`src/rtl/word_add_sequencer_pkg.sv`:
```
// Shared types and constants for the byte-serial word adder.
// Holds the controller state encoding and the slice width.
package word_add_sequencer_pkg;

    localparam int BYTE_W = 8;

    typedef enum logic [1:0] {
        IDLE = 2'd0,
        ADD  = 2'd1,
        DONE = 2'd2
    } state_t;

endpackage

```
`src/rtl/word_add_sequencer_eightbit_adder.sv`:
```
// Combinational 8-bit ripple-carry adder slice (module eightbit_adder).
// Reused once per cycle by the word add sequencer.
module eightbit_adder
    import word_add_sequencer_pkg::*;
(
    input  logic [BYTE_W-1:0] in_1,
    input  logic [BYTE_W-1:0] in_2,
    input  logic              c_in,
    output logic [BYTE_W-1:0] sum,
    output logic              c_out
);

    logic cy;

    // Ripple the carry bit by bit through the slice.
    always_comb begin
        sum = '0;
        cy  = c_in;
        for (int i = 0; i < BYTE_W; i++) begin
            sum[i] = in_1[i] ^ in_2[i] ^ cy;
            cy     = (in_1[i] & in_2[i]) | (cy & (in_1[i] ^ in_2[i]));
        end
    end

    assign c_out = cy;

endmodule

```
`src/rtl/word_add_sequencer.sv`:
```
// Byte-serial NUM_BYTES*8-bit adder reusing one eightbit_adder, LSB first.
// Optional macro SUBTRACT_EN adds the sub input and ovf output (A-B mode).
module word_add_sequencer
    import word_add_sequencer_pkg::*;
#(
    parameter int NUM_BYTES = 4
) (
    input  logic                        clk,
    input  logic                        reset,
    input  logic                        start,
    input  logic [BYTE_W*NUM_BYTES-1:0] op_a,
    input  logic [BYTE_W*NUM_BYTES-1:0] op_b,
    input  logic                        c_in,
`ifdef SUBTRACT_EN
    input  logic                        sub,
    output logic                        ovf,
`endif
    output logic                        busy,
    output logic                        done,
    output logic [BYTE_W*NUM_BYTES-1:0] result,
    output logic                        c_out
);

    localparam int IDX_W = $clog2(NUM_BYTES);
    localparam logic [IDX_W-1:0] LAST = IDX_W'(NUM_BYTES - 1);

    state_t state, state_nx;

    logic [NUM_BYTES-1:0][BYTE_W-1:0] a_q;
    logic [NUM_BYTES-1:0][BYTE_W-1:0] b_q;
    logic [NUM_BYTES-1:0][BYTE_W-1:0] res_q;
    logic [IDX_W-1:0]                 idx;
    logic                             carry_q;
    logic                             accept;
    logic                             last_byte;
    logic [BYTE_W-1:0]                a_byte;
    logic [BYTE_W-1:0]                b_byte;
    logic [BYTE_W-1:0]                add_sum;
    logic                             add_co;

`ifdef SUBTRACT_EN
    logic sub_q;
    logic ovf_q;
`endif

    // A new operation can be taken whenever no bytes are in flight.
    assign accept    = start && (state != ADD);
    assign last_byte = (idx == LAST);

    assign a_byte = a_q[idx];
`ifdef SUBTRACT_EN
    assign b_byte = b_q[idx] ^ {BYTE_W{sub_q}};
`else
    assign b_byte = b_q[idx];
`endif

    eightbit_adder u_slice (
        .in_1  (a_byte),
        .in_2  (b_byte),
        .c_in  (carry_q),
        .sum   (add_sum),
        .c_out (add_co)
    );

    // State register.
    always_ff @(posedge clk) begin
        if (reset) state <= IDLE;
        else       state <= state_nx;
    end

    // Next-state: run NUM_BYTES add cycles, then one done cycle.
    always_comb begin
        state_nx = state;
        unique case (state)
            IDLE:    if (start) state_nx = ADD;
            ADD:     if (last_byte) state_nx = DONE;
            DONE:    state_nx = start ? ADD : IDLE;
            default: state_nx = IDLE;
        endcase
    end

    // Operand capture, per-byte result write-back and carry chaining.
    always_ff @(posedge clk) begin
        if (reset) begin
            a_q     <= '0;
            b_q     <= '0;
            res_q   <= '0;
            idx     <= '0;
            carry_q <= 1'b0;
`ifdef SUBTRACT_EN
            sub_q   <= 1'b0;
            ovf_q   <= 1'b0;
`endif
        end else if (accept) begin
            a_q <= op_a;
            b_q <= op_b;
            idx <= '0;
`ifdef SUBTRACT_EN
            sub_q   <= sub;
            carry_q <= sub ? 1'b1 : c_in;
`else
            carry_q <= c_in;
`endif
        end else if (state == ADD) begin
            res_q[idx] <= add_sum;
            carry_q    <= add_co;
            if (!last_byte) idx <= idx + 1'b1;
`ifdef SUBTRACT_EN
            if (last_byte)
                ovf_q <= (a_byte[BYTE_W-1] == b_byte[BYTE_W-1]) &&
                         (add_sum[BYTE_W-1] != a_byte[BYTE_W-1]);
`endif
        end
    end

    assign busy   = (state == ADD);
    assign done   = (state == DONE);
    assign result = res_q;
    assign c_out  = carry_q;
`ifdef SUBTRACT_EN
    assign ovf    = ovf_q;
`endif

endmodule

```
`config.mk`:
```
export PLATFORM = sky130hd
export DESIGN_NAME = word_add_sequencer
export DESIGN_NICKNAME = d
export VERILOG_FILES = /design/src/rtl/word_add_sequencer_pkg.sv /design/src/rtl/word_add_sequencer_eightbit_adder.sv /design/src/rtl/word_add_sequencer.sv
export SDC_FILE = /design/constraint.sdc
export NUM_CORES = 1
export LEC_CHECK = 0
export CORE_ASPECT_RATIO = 1.5
export CORE_MARGIN = 5
export CORE_UTILIZATION = 45
export CTS_CLUSTER_SIZE = 12
export DETAILED_ROUTE_END_ITERATION = 10
export PLACE_DENSITY = 0.76
export SKIP_CTS_REPAIR_TIMING = 1
export SYNTH_ARGS = -nofsm -noshare
export SYNTH_HDL_FRONTEND = slang
export SYNTH_HIERARCHICAL = 1
export SYNTH_SLANG_ARGS = --single-unit
```
`constraint.sdc`:
```
create_clock -name clk -period 4.58 [get_ports clk]
set_clock_uncertainty 0.1 [all_clocks]
set_input_delay 0.916 -clock clk [delete_from_list [all_inputs] [get_ports clk]]
set_output_delay 0.916 -clock clk [all_outputs]
set_load 0.01 [all_outputs]
```
==> impl_metrics.toml <==
[sta]
max-slew-margin-rel = 0.317
finalHoldViolations = 0
setup_viol = 0
max_clock_freq_mhz = 225
min_period_ns = 4.44
setup_ws_ns = 0.141
drv_slew = 0
post-route-period-util = 0.969
worstMarginPinSlew_ns = 1.03
setup_tns_ns = 0
rsz0062_at_grt = "no"

[grt]
grt_busiest_layer = "met2"
grt_max_degree = 102
grtUsageMet3 = 0.0274
grt_util_met2 = 0.337
grt_pass1_wl_um = 18400
track_usage = 0.188
antenna_found_initial = 0
grt_overflow = 0
first_global_vias = 3879
grt_use_met1 = 0.214

[worst_setup_path]
worstPathMaxFanout = 4
crit_path_top_delay_cell = "mux4_2"
rrSetupSlack_ns = 0.14
cpMostUsedCell = "fa_1"
reg2reg_from = "idx[0]$_SDFFE_PP0P_"
rr_endpoint = "result[7]$_SDFFE_PP0P_"
crit_chain = "mux4_2, fa_1, inv_1, fa_1, inv_1, fa_1, fa_1, fa_1, fa_2, fa_1, inv_1, fa_1, inv_2, nand3_1, a21oi_2"
crit_required_ns = 4.75
end_kind = "flip-flop"
slowest_delay_ns = 0.52
critPathLaunchType = "flip-flop"
r2r_cells = 15
worstPathArrival_ns = 4.61
critical_path_class = "flip-flop to flip-flop"

[die]
core.rowCount = 44
fp.dieW_um = 91.3
die_area_um2 = 12000
start_util = 0.460
ios = 103
die_height_um = 132
core_area_um2 = 9690

[power]
power_density_nw_per_um2 = 341
leakage_nw = 1.96
peakVddDrop_mv = 0.236
p_total_w = 0.00194

[final_layout]
ff_latch_area_um2 = 2020
multi_input_area_um2 = 2110
antenna_cells = 0
final_cell_mix = "clkdlybuf4s50_1, dfxtp_1, a21oi_1, nand3_1, o21ai_0"
final_cell_count_no_fill = 694
final_common_cell = "clkdlybuf4s50_1"
final_nets = 654
syn2layout_area_growth_pct = 27.8
nFillCells = 859
drive_gt1_frac = 0.0864

[clocking]
cts_buffers = 9
clk_pin_slew_ns = 0.06
h-tree-depth = 3
cts_root_buffer = "clkbuf_16"
clk_latency_ns = 0.34
clockBufferDepth = 2
cts_tree = "done"
cts_sinks = 101

[placement]
dp_slack_ns = 0.0887
routabilityCongestion = 0.815
place_hpwl_um = 8130
place_inst = 675
port_buffers = 102

[routing]
drt-total-wl_um = 11600
antenna_left = 0
drt_pre_antenna_iters = 5
drtIter0Drc = 356
num_vias = 3938
drc_errors = 0
routed_via_density = 5.67
wl_per_cell_um = 16.6

[synthesis]
yosysSeqAreaShare = 0.453
ys_ff_latch = 101
synth.net_count = 583
netlist_area_um2 = 4460
synth.distinct_cells = 27
synth_area_per_cell_um2 = 8.87
postSynthCellCount = 503
yosys_warnings = 6

[min_path]
hold-path-endpoint = "result[9]$_SDFFE_PP0P_"
worstHoldPathCells = 2
hp-class = "flip-flop to flip-flop"
hold_start = "result[9]$_SDFFE_PP0P_"

[run]
maxCapViolCount = 0

[status]
status = "finished, final reports clean"
-- power breakdown --
part,internal (W),switching [W],total (W)
logic,0.000135,0.000159,0.000294
clock network,0.000383,0.000322,0.000705
registers,0.000921,0.0000245,0.000946
-- state kept, by name, indices dropped and copies added, names as in the netlist --
signal and flops:
result 32, state 2, c_out 1, b_q 32, a_q 32, idx 2
-- area by class of cell --
type / count / area share
multi-input cells: 337 / 0.370
flip-flops and latches: 101 / 0.355
repair buffers: 111 / 0.191
clock buffers: 11 / 0.0426
well taps: 115 / 0.0252
inverters: 14 / 0.0101
clock inverters: 5 / 0.00637
-- Yosys cell counts (all sizes together) --
library cell  count  area [um2]
ha                4        50.1
mux2i             1        10.0
nand2            41         154
o21ai            64         320
nor2              4        15.0
dfxtp           101        2020
mux4             16         360
a31oi             1        6.26
clkbuf           20        75.1
a22oi             1        7.51
buf              31         203
a21oi            97         485
nand2b            1        13.8
nand3            90         450
and3b             1        8.76
o22a              1        8.76
inv              14        57.6
a211oi            1        7.51
fa                8         160
nand3b            5        37.5
nor2b             1        6.26
-- worst max-delay path by stage --
stage                              from                      end  slack, ns  depth (start not counted)
CTS                 idx[1]$_SDFFE_PP0P_  result[23]$_SDFFE_PP0P_       0.07                         16
detailed placement  idx[1]$_SDFFE_PP0P_  result[23]$_SDFFE_PP0P_       0.09                         16
global route        idx[0]$_SDFFE_PP0P_   result[7]$_SDFFE_PP0P_      0.006                         15
global placement    idx[1]$_SDFFE_PP0P_   result[7]$_SDFFE_PP0P_       0.20                         16
floorplan           idx[1]$_SDFFE_PP0P_  result[15]$_SDFFE_PP0P_       0.02                         17
finish              idx[0]$_SDFFE_PP0P_   result[7]$_SDFFE_PP0P_       0.14                         15
-- logic make-up after synthesis --
family	synth area share
compound gates	0.187
flops	0.453
buf+inv	0.0752
mux	0.0831
fa+ha+maj	0.0471
simple gates	0.154
-- worst max-delay path, delay by kind of cell, from the launching register on --
kind / cells / cell delay (ns)
multiplexers: 1 / 0.52
AO/OA/AOI/OAI: 1 / 0.13
buffers and inverters: 4 / 0.30
adder cells (fa/ha/maj): 8 / 2.90
flip-flops: 1 / 0.34
AND/OR/NAND/NOR: 1 / 0.08
-- routing by layer --
layer / part of all wire / vias up
met3: 0.043 / 28
li1: - / 1923
met5: 0 / -
met4: 0.032 / 0
met1: 0.39 / 1852
met2: 0.54 / 135
-- through the flow --
stage                     cell area [um2]  hold slack [ns]  utilization
after floorplan                      4460            0.351            -
after global placement               5380            0.344        0.555
after detailed placement             5380            0.347        0.555
after CTS                            5660            0.356        0.584
after global routing                 5700            0.379        0.588
final                                5700            0.354        0.588
No activity file was read; power rests on OpenSTA's default activity.
==> patch 1 (config.mk and constraints unchanged) <==
Put a register stage on the outputs `busy` and `done`, cleared by the reset. The values now appear one clock later. The other outputs are not delayed to match. Comments in the files are not updated.
--- a/src/rtl/word_add_sequencer.sv
+++ b/src/rtl/word_add_sequencer.sv
@@ -114,6 +114,13 @@
     end
 
-    assign busy   = (state == ADD);
-    assign done   = (state == DONE);
+    always_ff @(posedge clk) begin
+        if (reset) begin
+            busy <= '0;
+            done <= '0;
+        end else begin
+            busy <= (state == ADD);
+            done <= (state == DONE);
+        end
+    end
     assign result = res_q;
     assign c_out  = carry_q;
Function: changed (a bounded check fails within 4 cycles, from zero or initial values and one cycle with reset high).
==> patch 1 against the original RTL <==
  * Synthesized area is 2.0% higher
  * Critical path depth unchanged
  * Routed wire length increased by 0.79%
  * Final area increased by 1.2%
  * Sequential power up 2%
  * Sequential cell count rose by 2
  * Worst setup slack better by 0.024 ns
  * Power grew 4.6%
  * Critical path type unchanged
  * Critical endpoint is now result[15]
==> patch 1: results (changes against the original RTL) <==
Slowest cell on crit path mux4_2 (unchanged); Synth cell types 29 (was 27); gpl congestion 0.835 (was 0.815); post-synthesis sequential area ratio 45.3% (about the same); CP delay by family, top adder cells (unchanged); largest net degree at the start of global routing 91 (was 102); vias in the first global route 3855 (was 3879); Routed WL 11600 microns (about the same); first-pass GRT wire length 18800 microns (was 18400 microns); Worst-Margin Slew 1.24 ns (was 1.03 ns); ranking of synthesized cells by area dfxtp_1 45%, a21oi_1 11%, nand3_1 9.9% (was dfxtp_1 45%, a21oi_1 11%, nand3_1 10%); Pre-antenna DRT Iters 5 (unchanged); Sw Ratio 26.0% (about the same); via/cell ratio 5.64 (was 5.67); CTS Buffer Depth 2 (unchanged); Syn. warnings 6 (unchanged); Inserted Diodes 0 (unchanged); Crit path largest cell delay ~0.53 ns; share of cells above drive strength 1 8.64% (unchanged); final-stage net count 654 (unchanged); Port Buffer Count 102 (unchanged); Data arrival, critical path 4.59 ns (was 4.61 ns); Num CTS Buffers 9 (unchanged); GR met3 Demand/Resource 3.50% (was 2.74%); Syn Nets 587 (was 583); Post-synth top cells 103 x dfxtp_1, 97 x a21oi_1, 90 x nand3_1, 41 x nand2_1, 39 x o21ai_1 (was 101 x dfxtp_1, 97 x a21oi_1, 90 x nand3_1, 42 x o21ai_0, 41 x nand2_1); Tightest Hold Check Type register to register (unchanged); reg2reg setup slack 0.17 ns (was 0.14 ns); met1 usage 22.3% (was 21.4%); Total GRT Usage 19.2% (was 18.8%); initial DRC count 374 (was 356); clk_lat worst skew 0.35 ns; worst-path fanout max 4 (unchanged); htree depth 3 (unchanged); met2 usage 34.2% (was 33.7%); ys async rst share 0% (unchanged); dpl hpwl 8170 microns (was 8130 microns); Max VDD drop 0.000235 V (was 0.000236 V); Clock transition at path regs about 0.070 ns; initial antenna violation count 0 (unchanged); status completed (unchanged); CTS root buffer clkbuf_16 (unchanged); Pleak 1.97 nW (was 1.96 nW)
## patch 1: worst register-to-register path, cell delays in order, from the launching register on
cell and delay [ns]:
dfxtp_4 0.37, mux4_2 0.53, fa_2 0.37, inv_1 0.08
fa_1 0.17, inv_1 0.05, fa_1 0.38, fa_2 0.36
fa_2 0.35, fa_1 0.39, fa_1 0.37, inv_1 0.09
fa_1 0.42, inv_2 0.09, nand3_1 0.08, a21oi_2 0.17
## patch 1: per-layer routing
metal  wire length [microns]  vias up
li1                        -     1930
met1                    4520     1848
met2                    6250      128
met3                     547       22
met4                     325        0
met5                       0        -
## patch 1: cell type report
type,instances,area [sq um]
fill,862,4250
multi-input combinational,339,2130
sequential,103,2070
timing repair buffer,108,1070
clock buffer,9,225
tap,117,146
clock inverter,7,81.3
inverter,13,48.8
## patch 1: logic make-up after synthesis
group | count (synthesis) | share of synthesized area, %
AND/OR/NAND/NOR | 145 | 15.2
flip-flops | 103 | 45.3
adder cells (fa/ha/maj) | 12 | 4.62
multiplexers | 17 | 8.14
buffers and inverters | 65 | 8.17
AO/OA/AOI/OAI | 165 | 18.5
## patch 1: power groups by stage
| stage | sequential (mW) | clock [mW] | combinational (mW) |
|---|---|---|---|
| after global placement | 0.980 | 0 | 0.288 |
| final | 0.962 | 0.773 | 0.298 |
| after CTS | 0.962 | 0.777 | 0.296 |
| after global routing | 0.966 | 0.820 | 0.327 |
| after floorplan | 0.977 | 0 | 0.192 |
| after detailed placement | 0.982 | 0 | 0.293 |
## patch 1: final timing paths
check | start | end | cells after the start
hold reg to reg | result[11] | result[11] | 2
setup / recovery | idx[0] | result[15] | 15
hold / removal | result[11] | result[11] | 2
setup reg to reg | idx[0] | result[15] | 15
## patch 1: metrics by stage
stage / instances / util (%) / area, sq um / hold WS, ns / setup slack [ns]
after floorplan: 507 / - / 4550 / 0.351 / 0.0541
after global placement: 679 / 54.2 / 5440 / 0.345 / 0.126
after detailed placement: 679 / 54.2 / 5440 / 0.347 / -0.00506
after CTS: 695 / 57.3 / 5740 / 0.356 / -0.0316
after global routing: 696 / 57.6 / 5770 / 0.376 / 0.00395
final: 696 / 57.6 / 5770 / 0.353 / 0.166
==> patch 2 (same settings) <==
Made on the original files. Change the package constant `BYTE_W` from 8 to 6.
--- a/src/rtl/word_add_sequencer_pkg.sv
+++ b/src/rtl/word_add_sequencer_pkg.sv
@@ -3,5 +3,5 @@
 package word_add_sequencer_pkg;
 
-    localparam int BYTE_W = 8;
+    localparam int BYTE_W = 6;
 
     typedef enum logic [1:0] {
Interface: changed (resized op_a, op_b and result); port bits go from 103 to 79. The function was not compared with the original's and may differ.
==> patch 2 against the original RTL <==
  * Synthesized area shrank 23%
  * Critical path type unchanged
  * Routed wire length shrank 29%
  * Critical path depth shrank 2
  * Final area shrank 22%
  * Sequential cell count shrank 24
  * First-iteration DRC count shrank 53%
  * Power shrank 19%
  * Combinational power shrank 24%
  * Highest routed layer unchanged
  * Clock power shrank 12%
  * Sequential share of layout area shrank 0.78 points
  * Largest power group unchanged
  * Worst setup slack gained 0.54 ns
  * Global-route usage shrank 0.71 points
==> patch 2: results (changes against the original RTL) <==
Total GRT Usage 18.1% (was 18.8%); Rel. slew slack 16.8% (was 31.7%); ys async rst share 0% (unchanged); Syn Nets 449 (was 583); vias in the first global route 2827 (was 3879); Inserted Diodes 0 (unchanged); status completed (unchanged); first-pass GRT wire length 13300 microns (was 18400 microns); worst-path fanout max 7 (was 4); ranking of synthesized cells by area dfxtp_1 45%, nand3_1 11%, a21oi_1 11% (was dfxtp_1 45%, a21oi_1 11%, nand3_1 10%); placed cells 536 (was 675); Routed WL 8180 microns (was 11600 microns); CTS Buffer Depth 2 (unchanged); final-stage net count 507 (was 654); Tightest Hold Check Type register to register (unchanged); Pleak 1.54 nW (was 1.96 nW); site row count 39 (was 44); Post-synth top cells 77 x dfxtp_1, 74 x nand3_1, 73 x a21oi_1, 36 x o21ai_0, 24 x nand2_1 (was 101 x dfxtp_1, 97 x a21oi_1, 90 x nand3_1, 42 x o21ai_0, 41 x nand2_1); clk_lat worst skew 0.32 ns (was 0.34 ns); Max VDD drop 0.000218 V (was 0.000236 V); Port Buffer Count 78 (was 102); placed cell areas 4180 sq um (was 5380 sq um); dpl hpwl 5840 microns (was 8130 microns); initial antenna violation count 0 (unchanged); Data arrival, critical path 4.05 ns (was 4.61 ns); largest net degree at the start of global routing 76 (was 102); Clock transition at path regs ~0.050 ns; share of cells above drive strength 1 7.80% (was 8.64%); synthesized instance count 387 (was 503); Pre-antenna DRT Iters 4 (was 5); WL per Instance 14.8 microns (was 16.6 microns); vias post-DR 2940 (was 3938); gpl congestion 0.842 (was 0.815); Place WS 0.721 ns (was 0.0887 ns); Syn. warnings 6 (unchanged); initial DRC count 166 (was 356); Synth cell types 25 (was 27); post-synthesis sequential area ratio 45.0% (was 45.3%)
patch 2: metal layers:
layer / vias to the layer above / share of wire, % / track usage, %
met5: - / 0 / 0
met3: 14 / 5.0 / 2.37
met4: 0 / 2.2 / 9.02
met1: 1371 / 40 / 21.4
li1: 1478 / - / -
met2: 77 / 53 / 31.7
patch 2: cell type report:
cell class	instances	area, sq um
flip-flops and latches	77	1540
clock buffers	13	250
clock inverters	2	10.0
multi-input cells	258	1630
well taps	102	128
fillers	687	3080
inverters	14	53.8
repair buffers	85	828
patch 2: logic make-up after synthesis:
kind of cell | Yosys count | share of synthesized area (%)
AO/OA/AOI/OAI | 125 | 18.6
adder cells (fa/ha/maj) | 10 | 4.97
buffers and inverters | 52 | 7.57
flip-flops | 77 | 45.0
multiplexers | 13 | 8.19
AND/OR/NAND/NOR | 110 | 15.6
patch 2: final timing paths:
kind                                  from          to  slack, ns  cells after the start
worst max-delay path                idx[0]  result[11]       0.68                     13
worst min-delay path            result[13]  result[13]       0.35                      2
worst max register to register      idx[0]  result[11]       0.68                     13
worst min register to register  result[13]  result[13]       0.35                      2
patch 2: where the power goes:
| part | total, mW | switching [mW] | internal (mW) |
|---|---|---|---|
| Combinational | 0.222 | 0.117 | 0.105 |
| Clock | 0.621 | 0.244 | 0.377 |
| Sequential | 0.723 | 0.0199 | 0.703 |
patch 2: critical path, cell delays in order, from the launching register on:
cell	delay [ns]
dfxtp_1	0.48
mux4_2	0.56
fa_1	0.40
inv_1	0.08
fa_1	0.17
inv_1	0.07
fa_1	0.37
fa_1	0.39
fa_1	0.38
inv_1	0.08
fa_1	0.40
inv_1	0.12
nand3_1	0.08
a21oi_1	0.16
